==> config.mk <==
export PLATFORM = sky130hd
export DESIGN_NAME = dmem_loader
export DESIGN_NICKNAME = d
export VERILOG_FILES = /design/src/rtl/dmem_loader_pkg.sv /design/src/rtl/dmem_loader.sv
export SDC_FILE = /design/constraint.sdc
export NUM_CORES = 1
export LEC_CHECK = 0
export CAP_MARGIN = 25
export CORE_UTILIZATION = 55
export CTS_BUF_LIST = sky130_fd_sc_hd__clkbuf_16
export CTS_CLUSTER_DIAMETER = 60
export DETAILED_ROUTE_END_ITERATION = 8
export DONT_BUFFER_PORTS = 1
export PLACE_DENSITY_LB_ADDON = 0.08
export RECOVER_POWER = 100
export SLEW_MARGIN = 10
export SYNTH_ARGS = -nofsm -noshare
export SYNTH_HDL_FRONTEND = slang
export SYNTH_SLANG_ARGS = --single-unit
==> constraint.sdc <==
create_clock -name clk -period 4.3 [get_ports clk]
set_input_delay 0.86 -clock clk [delete_from_list [all_inputs] [get_ports clk]]
set_output_delay 0.86 -clock clk [all_outputs]
set_load 0.03 [all_outputs]
==> src/rtl/dmem_loader_pkg.sv <==
// Shared definitions for the host-to-dmem loader: protocol states and frame constants.
package dmem_loader_pkg;

  typedef enum logic [2:0] {
    ST_IDLE,
    ST_AH,
    ST_AL,
    ST_CH,
    ST_CL,
    ST_DATA
  } state_t;

  localparam logic [7:0] SYNC_DEFAULT = 8'hA5;
  localparam logic [1:0] IDX_LAST     = 2'd3;

endpackage

==> src/rtl/dmem_loader.sv <==
// Parses SYNC/ADDR/CNT/data frames from the UART and writes big-endian words into dmem,
// owning the dmem port while busy and passing the CPU port through otherwise.
module dmem_loader
  import dmem_loader_pkg::*;
#(
  parameter int         DATA_W = 32,
  parameter int         ADDR_W = 16,
  parameter logic [7:0] SYNC   = SYNC_DEFAULT
) (
  input  logic              clk,
  input  logic              rst_n,
  input  logic              rx_valid,
  input  logic [7:0]        rx_data,
  input  logic              rx_err,
  input  logic [ADDR_W-1:0] cpu_a,
  input  logic [DATA_W-1:0] cpu_wd,
  input  logic              cpu_we,
  output logic [ADDR_W-1:0] a,
  output logic [DATA_W-1:0] wd,
  output logic              we,
  output logic              busy,
  output logic              done,
  output logic              err
);

  state_t state, state_nxt;

  logic [15:0]       addr_q;
  logic [15:0]       cnt_q;
  logic [DATA_W-9:0] asm_q;
  logic [DATA_W-1:0] asm_nxt;
  logic [1:0]        idx_q;
  logic [ADDR_W-1:0] wr_a;
  logic [DATA_W-1:0] wr_d;
  logic              wr_we;
  logic              last_pend;

  logic byte_ok, abort, sync_take, cnt_zero, word_last, frame_last;
  logic done_nxt, err_nxt, busy_nxt;

  // rx_err has priority over a byte presented in the same cycle
  assign byte_ok    = rx_valid & ~rx_err;
  assign abort      = rx_err & (state != ST_IDLE);
  assign sync_take  = (state == ST_IDLE) & byte_ok & (rx_data == SYNC);
  assign cnt_zero   = ({cnt_q[15:8], rx_data} == 16'd0);
  assign word_last  = (state == ST_DATA) & byte_ok & (idx_q == IDX_LAST);
  assign frame_last = word_last & (cnt_q == 16'd1);
  assign asm_nxt    = {asm_q, rx_data};

  always_ff @(posedge clk or negedge rst_n) begin
    if (!rst_n) state <= ST_IDLE;
    else        state <= state_nxt;
  end

  always_comb begin
    state_nxt = state;
    if (byte_ok) begin
      case (state)
        ST_IDLE: if (rx_data == SYNC) state_nxt = ST_AH;
        ST_AH:   state_nxt = ST_AL;
        ST_AL:   state_nxt = ST_CH;
        ST_CH:   state_nxt = ST_CL;
        ST_CL:   state_nxt = cnt_zero ? ST_IDLE : ST_DATA;
        ST_DATA: if (frame_last) state_nxt = ST_IDLE;
        default: state_nxt = ST_IDLE;
      endcase
    end
    if (abort) state_nxt = ST_IDLE;
  end

  // done for a non-empty frame waits one cycle so busy covers the final write
  always_comb begin
    done_nxt = last_pend | ((state == ST_CL) & byte_ok & cnt_zero);
    err_nxt  = abort;
    busy_nxt = busy;
    if (sync_take)               busy_nxt = 1'b1;
    else if (done_nxt | err_nxt) busy_nxt = 1'b0;
  end

  always_ff @(posedge clk or negedge rst_n) begin
    if (!rst_n) begin
      addr_q    <= '0;
      cnt_q     <= '0;
      asm_q     <= '0;
      idx_q     <= '0;
      wr_a      <= '0;
      wr_d      <= '0;
      wr_we     <= 1'b0;
      last_pend <= 1'b0;
      busy      <= 1'b0;
      done      <= 1'b0;
      err       <= 1'b0;
    end else begin
      wr_we     <= word_last;
      last_pend <= frame_last;
      busy      <= busy_nxt;
      done      <= done_nxt;
      err       <= err_nxt;
      if (byte_ok) begin
        case (state)
          ST_AH: addr_q[15:8] <= rx_data;
          ST_AL: addr_q[7:0]  <= rx_data;
          ST_CH: cnt_q[15:8]  <= rx_data;
          ST_CL: begin
            cnt_q[7:0] <= rx_data;
            idx_q      <= '0;
          end
          ST_DATA: begin
            asm_q <= asm_nxt[DATA_W-9:0];
            idx_q <= idx_q + 2'd1;
            if (idx_q == IDX_LAST) begin
              wr_d   <= asm_nxt;
              wr_a   <= ADDR_W'(addr_q);
              addr_q <= addr_q + 16'd1;
              cnt_q  <= cnt_q - 16'd1;
            end
          end
          default: ;
        endcase
      end
    end
  end

  assign a  = busy ? wr_a  : cpu_a;
  assign wd = busy ? wr_d  : cpu_wd;
  assign we = busy ? wr_we : cpu_we;

endmodule
==> results.md <==
* Leakage at roughly 0.0030 µW
* Largest net degree at the start of global routing at between 100 and 150
* Area of the multi-input gates at about 2700 µm²
* Final worst clock skew at 0.00858 ns
* Highest-delay cell along the critical path: inv_4
* Slew Limit Fails at 0
* RSZ-0062 raised after global routing: no
* Metal2 WL at approximately 6100 µm
* Fin crit share at 72.0%
* Synth cell types at 60
* Synth Instances at about 550
* Die Span X at between 100 and 150 µm
* PostCTS Resize Cnt at 0
* Max FO, Critical Path at between 40 and 50
* Post-synthesis sequential area ratio at between 40% and 50%
* CTS Buf Count at 17
* Filler instances at around 860
* Core area at slightly above 10,000 µm²
* Least-Margin Pin Slew at around 0.96 ns
* # clock sinks at 114
* Crit start category: flip-flop
* Highest routing layer actually used: met4
* WS Path Type: reg2reg
* Area Overhead vs Synth at 9.35%
* # IOs at around 110
* Post-synthesis register bit count at 114
* Met1 Wirelength at 5720 µm
* Status: completed
* Number of flops mapped to enable cells by yosys at 0
* Commonest non-fill, non-tap cell in the layout: dfrtp_1
* Post-CTS setup buffers at 0
* GRT Resource Usage Total at roughly a quarter
* YS warnings at 0
* Hold Vio Cnt, Final at 0
* Max Clk Rate at 323 MHz
* Die Footprint at roughly 11,000 µm²
* Initial antenna violation count at 0
* Layout cell share with drive strength beyond 1 at between 10 and 15%
* Max Cap Viol at 0
* Mapped Avg Cell Area at around 11 µm²
* Antenna Nets Post-Route at 0
* Cts hold-fix bufs at 0
* Power consumption at approximately 3300 µW
* Top-area cell type share of the netlist area at between 40 and 50%
* Max IR drop VDD at 0.000314 V
* CTS clk-pin slew, worst paths at around 0.060 ns
* Worst path arrival time at 3.38 ns
* DR iter-0 viols at around 180
* Most frequent cells in the layout: 114 x dfrtp_1, 81 x nand2_1, 65 x mux2_1
* Die height at 105 µm
* Worst-skew pair later-pin latency at about 0.40 ns
* TritonCTS clock tree: built
* FFs w/ async S/R, synth at between 90% and 100%
* Synth area leader: dfrtp_1
* Final setup violation count at 0
* Seq. cell area at 2850 µm²
* Number of antenna repair diodes at 0
* Vias per cell at about 6.0
* Final #Nets at 604
* Top_reg_cell synth: dfrtp_1
* Syn Nets at between 600 and 700
* Main area contributors after synthesis: dfrtp_1 49%, mux2_2 16%, nand2_1 5.1%
* H-tree depth at 4
* Clk root buf: clkbuf_16
* Slew headroom at 36.0%
* First-pass GRT wire length at between 20,000 and 25,000 µm
* CP max stage delay at between 0.6 and 0.7 ns
* Worst path cell trace: nor2b_1 > and3_1 > buf_4 > nand2_1 > inv_4 > mux2_2
* Power per Cell Area at between 500 and 600 nW/µm²
* Routed WL per cell at 18.5 µm
* TritonRoute pass-1 iters at 4
* Hpwl dp at 8300 µm
* Max Root-Sink Buffers at 2
* DRC errors left at 0
* WL met3 at a little under 800 µm
* Setup TNS at 0 ns
* Total grt overflow at 0
* Post-detailed-routing wire length at between 10,000 and 15,000 µm
* Initial Util at roughly 57%
* Crit path time final at 3.10 ns
* Vias in the first global route at 3,911
* Placer Congestion at between 0.8 and 0.9
* Hold WC Path Type: in2async
* Util after Layout at 61.9%
* Via count at a little over 4,000
* Port bufs at 0
* Req. time, crit path at between 4 and 5 ns
* Placement row count at 37
* Mapped Area at 5850 µm²
* Critical path capture point type: flip-flop
-- flip-flops by register name, summed over array words and instances, names as in the netlist --
name / flops
wr_we: 1
err: 1
asm_q: 24
done: 1
wr_a: 16
last_pend: 1
state: 3
idx_q: 2
addr_q: 16
wr_d: 32
cnt_q: 16
busy: 1
-- final timing paths --
check / from / slack (ns) / endpoint / cells after the start
worst max-delay path: state[1]$_DFFE_PN0P_ / 1.20 / wr_d[19]$_DFFE_PN0P_ / 6
worst min-delay path: rst_n / 0.15 / wr_a[3]$_DFFE_PN0P_ / 0
worst max register to register: state[1]$_DFFE_PN0P_ / 1.20 / wr_d[19]$_DFFE_PN0P_ / 6
worst min register to register: wr_a[7]$_DFFE_PN0P_ / 0.47 / wr_a[7]$_DFFE_PN0P_ / 2
max in group asynchronous: rst_n / 3.97 / wr_d[12]$_DFFE_PN0P_ / 0
min in group clk: wr_a[7]$_DFFE_PN0P_ / 0.47 / wr_a[7]$_DFFE_PN0P_ / 2
-- layout make-up --
cell class	count	share of cell area (%)
flip-flops and latches	114	44.6
multi-input cells	388	42.8
clock buffers	17	6.65
well taps	136	2.66
clock inverters	15	1.86
inverters	13	0.802
repair buffers	5	0.665
-- metrics by stage --
step                setup slack [ns]  hold slack, ns  cells  cell area [µm²]
finish                          1.20           0.153    688             6390
global route                   0.907           0.131    688             6390
CTS                             1.65           0.139    688             6430
detailed placement              1.45           0.459    656             5890
global placement                1.50           0.455    654             5860
floorplan                       1.95           0.436    549             5850
-- synthesized netlist by cell type (all sizes together) (6+ instances only) --
| library cell | number |
|---|---|
| nand3 | 8 |
| nor3 | 8 |
| mux2 | 99 |
| nor2 | 31 |
| nand4 | 6 |
| nor4 | 8 |
| inv | 13 |
| o22a | 13 |
| clkbuf | 13 |
| a21oi | 26 |
| buf | 21 |
| nand2 | 81 |
| dfrtp | 114 |
| o21ai | 29 |
| a31oi | 12 |
-- critical path: cells and delay by family (launching register included) --
| family | cells | cell delay (ns) |
|---|---|---|
| simple gates | 3 | 1.08 |
| buf+inv | 2 | 1.00 |
| flops | 1 | 0.48 |
| mux | 1 | 0.40 |
-- where the power goes --
group,switching [µW],leakage [µW],internal (µW)
registers,218,0.00155,1220
clock network,500,0.000258,786
logic,326,0.00118,228
total,1040,0.00298,2240
-- metal layers --
| layer | up-vias | track usage (%) |
|---|---|---|
| met5 | - | 0 |
| li1 | 1964 | - |
| met3 | 21 | 4.87 |
| met4 | 0 | 7.34 |
| met2 | 138 | 38.7 |
| met1 | 2027 | 32.7 |
-- kinds of logic (layout without fill, tap and decap cells) --
| family | Yosys count | count (layout) | synth area share (%) |
|---|---|---|---|
| AO/OA/AOI/OAI | 111 | 111 | 12.4 |
| adder cells (fa/ha/maj) | 4 | 4 | 0.856 |
| buffers and inverters | 47 | 50 | 3.96 |
| flip-flops | 114 | 114 | 48.8 |
| multiplexers | 99 | 99 | 19.1 |
| AND/OR/NAND/NOR | 174 | 174 | 15.0 |
No activity file was read; power rests on OpenSTA's default activity.
